[src/rtl/light_package.sv]
// Shared light colour encoding and approach identifiers for the traffic-light
// controller and the intersection model.
package light_package;

    typedef enum logic [1:0] {
        red    = 2'b00,
        yellow = 2'b01,
        green  = 2'b10
    } colors;

    typedef enum logic [1:0] {
        EW_STR  = 2'd0,
        EW_LEFT = 2'd1,
        NS      = 2'd2
    } approach_t;

    localparam int unsigned NUM_APPROACH = 3;

    function automatic logic is_green(input logic [1:0] c);
        return c == green;
    endfunction

endpackage

[src/rtl/approach_queue.sv]
// One approach of the intersection: a car count fed by arrival pulses and
// drained on green at one car every DEP_GAP cycles.
module approach_queue
    import light_package::*;
#(
    parameter int unsigned QDEPTH  = 7,
    parameter int unsigned DEP_GAP = 2,
    localparam int unsigned CW     = $clog2(QDEPTH + 1)
) (
    input  logic          clk,
    input  logic          reset,
    input  logic          arrive,
    input  logic [1:0]    light,
    output logic [CW-1:0] count,
    output logic          sensor,
    output logic          drop
);

    localparam int unsigned   GW       = (DEP_GAP > 1) ? $clog2(DEP_GAP) : 1;
    localparam logic [CW-1:0] FULL     = CW'(QDEPTH);
    localparam logic [GW-1:0] GAP_LOAD = GW'(DEP_GAP - 1);

    logic [CW-1:0] r_count;
    logic [GW-1:0] r_gap;
    logic          w_green;
    logic          w_depart;
    logic          w_full;

    // The undefined colour 2'b11 is not green, so it holds cars like red.
    assign w_green  = is_green(light);
    assign w_full   = (r_count == FULL);
    assign w_depart = w_green && (r_count != '0) && (r_gap == '0);

    always_ff @(posedge clk) begin
        if (reset) begin
            r_count <= '0;
            r_gap   <= '0;
        end else begin
            if (!w_green)
                r_gap <= '0;
            else if (w_depart)
                r_gap <= GAP_LOAD;
            else if (r_gap != '0)
                r_gap <= r_gap - GW'(1);

            case ({arrive, w_depart})
                2'b10: if (!w_full) r_count <= r_count + CW'(1);
                2'b01: r_count <= r_count - CW'(1);
                default: r_count <= r_count;
            endcase
        end
    end

    assign count  = r_count;
    assign sensor = (r_count != '0);
    assign drop   = arrive && !w_depart && w_full;

endmodule

[config.mk]
export PLATFORM = sky130hd
export DESIGN_NAME = approach_queue
export DESIGN_NICKNAME = d
export VERILOG_FILES = /design/src/rtl/light_package.sv /design/src/rtl/approach_queue.sv
export SDC_FILE = /design/constraint.sdc
export NUM_CORES = 1
export LEC_CHECK = 0
export CAP_MARGIN = 30
export CORE_AREA = 10 10 47 49
export DETAILED_ROUTE_END_ITERATION = 7
export DIE_AREA = 0 0 57 59
export PLACE_DENSITY = 0.5
export SYNTH_ARGS = -nofsm -noshare
export SYNTH_HDL_FRONTEND = slang
export SYNTH_SLANG_ARGS = --single-unit
[constraint.sdc]
create_clock -name clk -period 2.2 [get_ports clk]
set_input_delay 0.44 -clock clk [delete_from_list [all_inputs] [get_ports clk]]
set_output_delay 0.44 -clock clk [all_outputs]
set_load 0.005 [all_outputs]
Yosys cells after proc, flatten, opt, wreduce, memory -nomap -nowiden --
Cells that the tools add are included.
Storage, ports and cells: register bits after elaboration 4, bits in latches 0, memory bits (writable) 0, memory bits (read-only) 0, memories 0
Cells by class: add/sub/neg operators 3, multiply operators 0, div/mod/pow operators 0, magnitude comparators 0, eq/ne operators 5, shifts and indexed selects 0, muxes and demuxes 4, bitwise logic cells 2, reduce and logical (&&, ||, !) cells 9
Operators with widths (number):
- one-hot mux 3 bit (2 select lines) | 1
- equality test 2 bit, second input constant | 2
- logical AND 1 bit | 4
- adder 3 x 1 -> 3 bit, second input constant | 1
- equality test 3 bit, second input constant | 1
- two-way mux 3 bit | 1
- nonzero test 3 bit | 1
- subtractor 3 x 1 -> 3 bit, second input constant | 1
- equality test 2 x 1 -> 1 bit, second input constant | 1
- two-way mux 1 bit | 2
- != test 2 bit, second input constant | 1
- inverter 1 bit | 2
- AND reduction 2 bit | 1
- nonzero test 2 bit | 1
- OR reduction 2 bit | 1
- logical NOT 1 bit | 1
- subtractor 1 bit, second input constant | 1

Depth between registers and ports, before layout --
Gate-level depths: netlist of the first run.
depth in word-level cells 6, depth in mapped cells 9, gate-level depth less buffers 9

Worst setup path before layout of the first run --
Ideal clock, no wire load.
path type input-to-reg, from input port light[0], to register r_count[2], in the netlist count[2], setup time 0.121 ns, arrival 2.019 ns, data required time 2.079 ns, path slack 0.059 ns, cell stages on the path 8, buffers on the path 0, path through or3b_1 -> nand2b_4 -> nor2_1 -> inv_1 -> fa_1 -> or2b_2 -> o22a_2 -> mux2_4
On the way: longest elaborated chain between the ends 6, elaborated cells between the ends (all ways) 9, classes of those cells eq/ne (4); mux (1); reduce/logical (4)
RTL lines:
- start: declaration | line approach_queue.sv:13 | input logic [1:0] light,
- equality test 2 bit * | line light_package.sv:20 | return c == green;
- logical AND 1 bit * (2 in a row) | line approach_queue.sv:32 | assign w_depart = w_green && (r_count != '0) && (r_gap == '0);
- equality test 2 bit / equality test 2 x 1 -> 1 bit (equally long branches) | line approach_queue.sv:46 | case ({arrive, w_depart})
- != test 2 bit (no source line) / nonzero test 2 bit (equally long branches)
- AND reduction 2 bit (no source line)
- end signal: assignment | line approach_queue.sv:47 | 2'b10: if (!w_full) r_count <= r_count + CW'(1);
- end signal: assignment | line approach_queue.sv:48 | 2'b01: r_count <= r_count - CW'(1);
- end signal: assignment | line approach_queue.sv:49 | default: r_count <= r_count;
- end: declaration | line approach_queue.sv:23 | logic [CW-1:0] r_count;
Every way passes the cells marked *; elsewhere a longest branch is shown, timed or not. A chain may end at the register's enable or synchronous reset.

Worst setup path after layout of the first run --
Same ends and word-level chain as after synthesis.

==> summary.md, run 1 <==
| Metric | Value |
|---|---|
| Status | `finished, final reports clean` |
| Vertical die dimension | `59 um` |
| Reg2Reg Depth | `8` |
| Initial DRC Count | `4` |
| Cell with the most instances after synthesis | `nor2_1` |
| Critical path arrival | `2.21 ns` |
| Cells after Synth | `29` |
| First-pass GRT wire length | `1048 um` |
| Hold Path Depth | `2` |
| TritonCTS buffer count | `3` |
| Final HPWL DP | `510.4 um` |
| Rows | `14` |
| Grt met1 use | `0.04529` |
| Max-Cap Viols | `0` |
| Placed Cells | `58` |
| Non-Filler Instances | `61` |
| Clk buf depth | `2` |
| Die area | `3363 sq um` |
| Multi-input combinational cell area | `170.2 sq um` |
| Yosys cell types | `18` |
| Fin crit share | `0.9546` |
| Clk Latency, worst-skew pair | `0.23 ns` |
| Async set-reset flop share out of synthesis | `0` |
| Unrepaired setup endpoints after global routing | `false` |
| Layout cells sized above 1 | `0.3333` |
| Worst Tran Pin Value | `0.2316 ns` |
| Die X | `57 um` |
| Initial core utilization | `0.1821` |
| IO Count | `10` |
| Vias in the first global route | `255` |
| Clock share of power | `0.309` |
| H-tree levels | `1` |
| EDFF count, synth | `0` |
| Final ANT Viol Nets | `0` |
| Clock slew at reported path FFs | `0.04 ns` |
| Net switching power figure | `79.32 uW` |
| Worst Setup Start Kind | `input pin` |
| PD cells | `668.0 nW/um^2` |
| # nets final | `53` |
| Worst EP required | `2.31 ns` |
| Largest net degree at the start of global routing | `7` |
| Area Overhead vs Synth | `68.14%` |
| Fmax | `476.2 MHz` |
| Busiest grt layer | `met2` |
| Synth top area share | `0.3137` |
| P_leak | `0.1854 nW` |
| Filler Cell Count | `156` |
| Final min period | `2.100 ns` |
| Internal Power | `207.4 uW` |
| Critical path type | `in2reg` |
| Setup-failing EPs final | `0` |
| Vias/cell | `4.082` |
| Syn avg cell area | `8.802 sq um` |
| Fin. max-slew vios | `0` |
| Synthesized flop and latch total | `4` |
| Hold violation count in the final report | `0` |
| Total routed wirelength | `642 um` |
| CP Capture Type | `flop` |
| Max Clock Skew | `0.0008890 ns` |
| Drt wl/cell | `10.52 um` |
| Most used flip-flop cell after synthesis | `dfxtp_1` |
| Grt met2 use | `0.04961` |
| Initial antenna violation count | `0` |
| Number of inserted diodes | `0` |
| Ranking of synthesized cells by area | `dfxtp_1 31%, nor2_1 8.8%, fa_1 7.8%` |
| Core area | `1401 sq um` |
| DRT Pass-1 Iters | `2` |
| CTS root buffer | `clkbuf_4` |
| Leading area contributor after synthesis | `dfxtp_1` |
| Reg area | `80.08 sq um` |
| Fin Hold WS | `0.5783 ns` |
| Seq pwr share | `0.311` |
| Most frequent cells after synthesis | `6 x nor2_1, 4 x dfxtp_1, 4 x inv_1` |
| Vias | `249` |
| Hold Path Class | `reg2reg` |
| GR Layer Usage met3 | `0.03863` |
| CTS Sinks | `4` |
| Syn nets | `35` |
| Comb pwr share | `0.380` |
| Total Routing Usage GR | `0.04068` |
| Slew HR | `0.8444` |
| Crit-path max FO | `2` |
| IO Port Bufs | `9` |
| YS warnings | `0` |
| # DRC | `0` |
| Gp weighted congestion | `0.7420` |
| Overflow after GRT | `0` |
| Sequential fraction of the synthesis area | `0.3137` |
| Peak supply drop | `0.2354 mV` |
| Sw frac | `0.2767` |
| Syn Std Cell Area | `255.2 sq um` |
| CTS tree | `yes` |
| Util after Layout | `0.3063` |
[final timing paths]
| check | endpoint | slack, ns | start |
|---|---|---|---|
| max | count[2]$_SDFFE_PP0P_ | 0.1 | light[0] |
| min | count[1]$_SDFFE_PP0P_ | 0.58 | count[1]$_SDFFE_PP0P_ |
| max reg2reg | count[2]$_SDFFE_PP0P_ | 0.21 | r_gap$_SDFF_PP0_ |
| min reg2reg | count[1]$_SDFFE_PP0P_ | 0.58 | count[1]$_SDFFE_PP0P_ |
[cell type report]
class                   count  share of cell area
clock buffers               3             0.05248
inverters                   4             0.03499
multi-input cells          21              0.3965
flip-flops and latches      4              0.1866
well taps                  16             0.04665
repair buffers             13              0.2828
[layer usage]
| metal | up-vias | part of all wire |
|---|---|---|
| met3 | 0 | 0.14 |
| met1 | 110 | 0.46 |
| li1 | 131 | - |
| met4 | 0 | 0 |
| met2 | 8 | 0.40 |
| met5 | - | 0 |
[per-stage QoR]
step | setup slack (ns) | cell area, sq um | power, mW | TNS, ns
after floorplan | 0.05929 | 255.2 | 0.1392 | 0
after global placement | -0.4198 | 395.4 | 0.1930 | -0.8968
after detailed placement | -0.4303 | 395.4 | 0.1942 | -0.9082
after CTS | 0.04559 | 426.7 | 0.2894 | 0
after global routing | 0.01924 | 429.2 | 0.3098 | 0
final | 0.09990 | 429.2 | 0.2867 | 0
[cell families after synthesis]
| group | count (synthesis) | share of synthesized area |
|---|---|---|
| compound gates | 4 | 0.1225 |
| buf+inv | 4 | 0.05881 |
| xor+xnor | 1 | 0.03432 |
| fa+ha+maj | 1 | 0.07843 |
| flops | 4 | 0.3137 |
| simple gates | 13 | 0.2892 |
| mux | 2 | 0.1029 |
[state kept, by name, summed over array words and instances (netlist names)]
| register | count |
|---|---|
| count | 3 |
| r_gap | 1 |
[critical path, stage by stage]
cell and delay, ns:
clkdlybuf4s15_1 0.16, or3b_4 0.39, nand2b_4 0.16, nor2_2 0.07, inv_1 0.05, fa_2 0.34
or2b_4 0.20, o22a_2 0.12, mux2_4 0.28
[cells in the final DEF (no fill, tap or decap)]
cell type	n
a221oi_1	1
buf_4	3
buf_6	1
clkbuf_4	3
clkdlybuf4s15_1	1
clkdlybuf4s50_1	6
dfxtp_1	4
dlygate4sd2_1	2
fa_2	1
inv_1	4
mux2_2	1
mux2_4	1
nand2_1	1
nand2b_4	1
nand3_1	1
nor2_1	5
nor2_2	1
nor2b_1	1
nor3_1	1
o211ai_1	1
o21ai_1	1
o22a_2	1
or2b_4	1
or3b_4	1
xor2_1	1
[power groups by stage]
stage	clock, mW	combinational (mW)	sequential (mW)
final	0.0885	0.109	0.0893
after global routing	0.0957	0.123	0.0906
after CTS	0.0920	0.108	0.0892
after detailed placement	0	0.104	0.0901
after global placement	0	0.103	0.0904
after floorplan	0	0.0477	0.0915
[what timing repair did]
action / 4_1_cts / 5_1_grt
endpoints found under the setup margin: 2 / 1
pin swaps: 4 / 2
hold endpoints to repair: 0 / 0
hold buffers: 0 / 0
buffers inserted: 0 / 0
resized for setup: 8 / 1
(Power assumes the default switching activity.)
==> inputs of run 2 (changes only) <==
- CTS_CLUSTER_SIZE: unset -> 25
- SETUP_SLACK_MARGIN: unset -> 0.15
==> run 2 against run 1 <==
Net effect: utilization up 0.54 points; clock power up 6.0%; wire length down 3.4%; largest power group unchanged; critical path type unchanged; register-to-register slack better by 0.03 ns; clock-buffer cell count unchanged; clock skew up 0.0023 ns; non-clock buffer count up 1; largest cell class unchanged.
==> summary.md, run 2 (synthesized netlist as in run 1, its figures left out) <==
| Metric | Value |
|---|---|
| Status | `finished, final reports clean` |
| Final Total Pwr | `292.4 uW (+2.0%)` |
| Worst Setup Start Kind | `input pin` |
| Largest net degree at the start of global routing | `7 (unchanged)` |
| Final HPWL DP | `519.3 um (+1.7%)` |
| Number of inserted diodes | `0 (unchanged)` |
| Setup-failing EPs final | `0 (unchanged)` |
| CP Capture Type | `flop` |
| Vias in the first global route | `285 (+12%)` |
| Crit-path max FO | `2 (unchanged)` |
| Critical path type | `in2reg` |
| Area Overhead vs Synth | `71.08%` |
| Overflow after GRT | `0 (unchanged)` |
| Drt wl/cell | `10.00 um (-5.0%)` |
| Peak supply drop | `0.3234 mV (+37%)` |
| Clk buf depth | `2 (unchanged)` |
| Vias/cell | `4.113 (+0.76%)` |
| Die area | `3363 sq um (unchanged)` |
| Clock slew at reported path FFs | `0.04 ns (about the same)` |
| Gp weighted congestion | `0.7170 (-3.4%)` |
| IO Port Bufs | `9 (unchanged)` |
| Final ANT Viol Nets | `0 (unchanged)` |
| CTS Hold Bufs | `0 (unchanged)` |
| Final min period | `1.983 ns (-0.1174 ns)` |
| Commonest non-fill, non-tap cell in the layout | `clkdlybuf4s50_1` |
| Hold violation count in the final report | `0 (unchanged)` |
| Initial DRC Count | `3 (-1)` |
| R2R Path Start | `r_gap$_SDFF_PP0_` |
| P_leak | `0.1865 nW (+0.59%)` |
| Placed cell area | `405.4 sq um (+2.5%)` |
| Total routed wirelength | `620 um (-3.4%)` |
| H-tree levels | `1 (unchanged)` |
| Number of flip-flops under the largest register name | `3 (unchanged)` |
| Layout cells sized above 1 | `0.4130 (+0.07971)` |
| Reg area | `80.08 sq um (unchanged)` |
| Rows | `14 (unchanged)` |
| Worst EP required | `2.33 ns (+0.02 ns)` |
| Slew HR | `0.8478 (+0.003416)` |
| Fin crit share | `0.9012 (-0.05335)` |
| Multi-input combinational cell area | `175.2 sq um (+2.9%)` |
| Critical path arrival | `2.11 ns (-0.10 ns)` |
| CTS Sinks | `4 (unchanged)` |
| Fin. max-slew vios | `0 (unchanged)` |
| Unrepaired setup endpoints after global routing | `false` |
| IO Count | `10 (unchanged)` |
| Setup bufs post-CTS | `0 (unchanged)` |
| TritonCTS buffer count | `3 (unchanged)` |
| Initial antenna violation count | `0 (unchanged)` |
| Worst Tran Pin Value | `0.2273 ns (-0.004342 ns)` |
| CTS root buffer | `clkbuf_4` |
| Filler Cell Count | `161 (+3.2%)` |
| Max-Cap Viols | `0 (unchanged)` |
| Most frequent cells in the layout | `6 x clkdlybuf4s50_1, 5 x nor2_1, 5 x buf_4` |
| Vertical die dimension | `59 um (unchanged)` |
| Clk Latency, worst-skew pair | `0.24 ns (about the same)` |
| Post-route cell area | `436.7 sq um (+1.7%)` |
| # nets final | `54 (+1.9%)` |
| Initial core utilization | `0.1821 (unchanged)` |
| # DRC | `0 (unchanged)` |
| Worst hold start | `count[1]$_SDFFE_PP0P_` |
| Max Clock Skew | `0.003212 ns (+0.002323 ns)` |
| Vias | `255 (+2.4%)` |
| First-pass GRT wire length | `1138 um (+8.6%)` |
| Core area | `1401 sq um (unchanged)` |
| DRT Pass-1 Iters | `2 (unchanged)` |
| Die X | `57 um (unchanged)` |
| Hold Path Class | `reg2reg` |
| CTS tree | `yes` |
| Crit path launch | `light[0]` |
| Total Routing Usage GR | `0.04369 (+0.003010)` |
| Fmax | `504.4 MHz (+5.9%)` |
| PD cells | `669.7 nW/um^2 (+0.25%)` |
[run 2: cell types whose count changed in the layout (fill, tap and decap cells not counted)]
cell           change
buf_4              +2
dlygate4sd2_1      -2
buf_2              +1
nor3_1             -1
nor3_2             +1
[run 2: worst paths after layout]
check	to	slack, ns	depth (start not counted)
worst max register to register	count[2]$_SDFFE_PP0P_	0.24	8
worst min register to register	count[1]$_SDFFE_PP0P_	0.59	2
worst max-delay path	count[2]$_SDFFE_PP0P_	0.22	9
worst min-delay path	count[1]$_SDFFE_PP0P_	0.59	2
[run 2: repair_timing]
item	CTS	global route
setup endpoints to repair	3	2
pin swaps	4	2
gates resized for setup	11	2
cloned	0	0
[run 2: layout make-up]
| cell class | count | area share |
|---|---|---|
| multi-input combinational | 21 | 0.4011 |
| clock buffer | 3 | 0.05158 |
| sequential | 4 | 0.1834 |
| inverter | 4 | 0.03438 |
| timing repair buffer | 14 | 0.2837 |
| tap | 16 | 0.04585 |
[run 2: per-layer routing]
metal / global-route usage / vias to the layer above / wire (um)
met5: 0 / - / 0
met4: 0.04027 / 0 / 20
met3: 0.02790 / 3 / 65
met2: 0.05891 / 10 / 260
met1: 0.04524 / 110 / 274
li1: - / 132 / -
[run 2: through the flow]
stage | cells | hold slack [ns] | worst slack, ns | setup TNS [ns] | utilization
after global routing | 62 | 0.6310 | 0.1545 | 0 | 0.3116
after CTS | 62 | 0.5599 | 0.1519 | 0 | 0.3063
after global placement | 59 | 0.5703 | -0.3747 | -0.8352 | 0.2893
after detailed placement | 59 | 0.5701 | -0.3809 | -0.8467 | 0.2893
after floorplan | 29 | 0.5124 | 0.1006 | 0 | -
final | 62 | 0.5865 | 0.2173 | 0 | 0.3116
[run 2: power breakdown]
part           switching, mW  internal (mW)  leakage (nW)
Clock                 0.0326         0.0612        0.0138
Sequential           0.00867         0.0821        0.0329
Combinational         0.0421         0.0658         0.140
Total                 0.0834          0.209         0.186
[run 2: critical path, cell delays in order]
cell and delay [ns]:
buf_6 0.09, or3b_4 0.38, nand2b_4 0.15, nor2_2 0.07
inv_1 0.05, fa_2 0.33, or2b_4 0.20, o22a_2 0.12
mux2_4 0.28
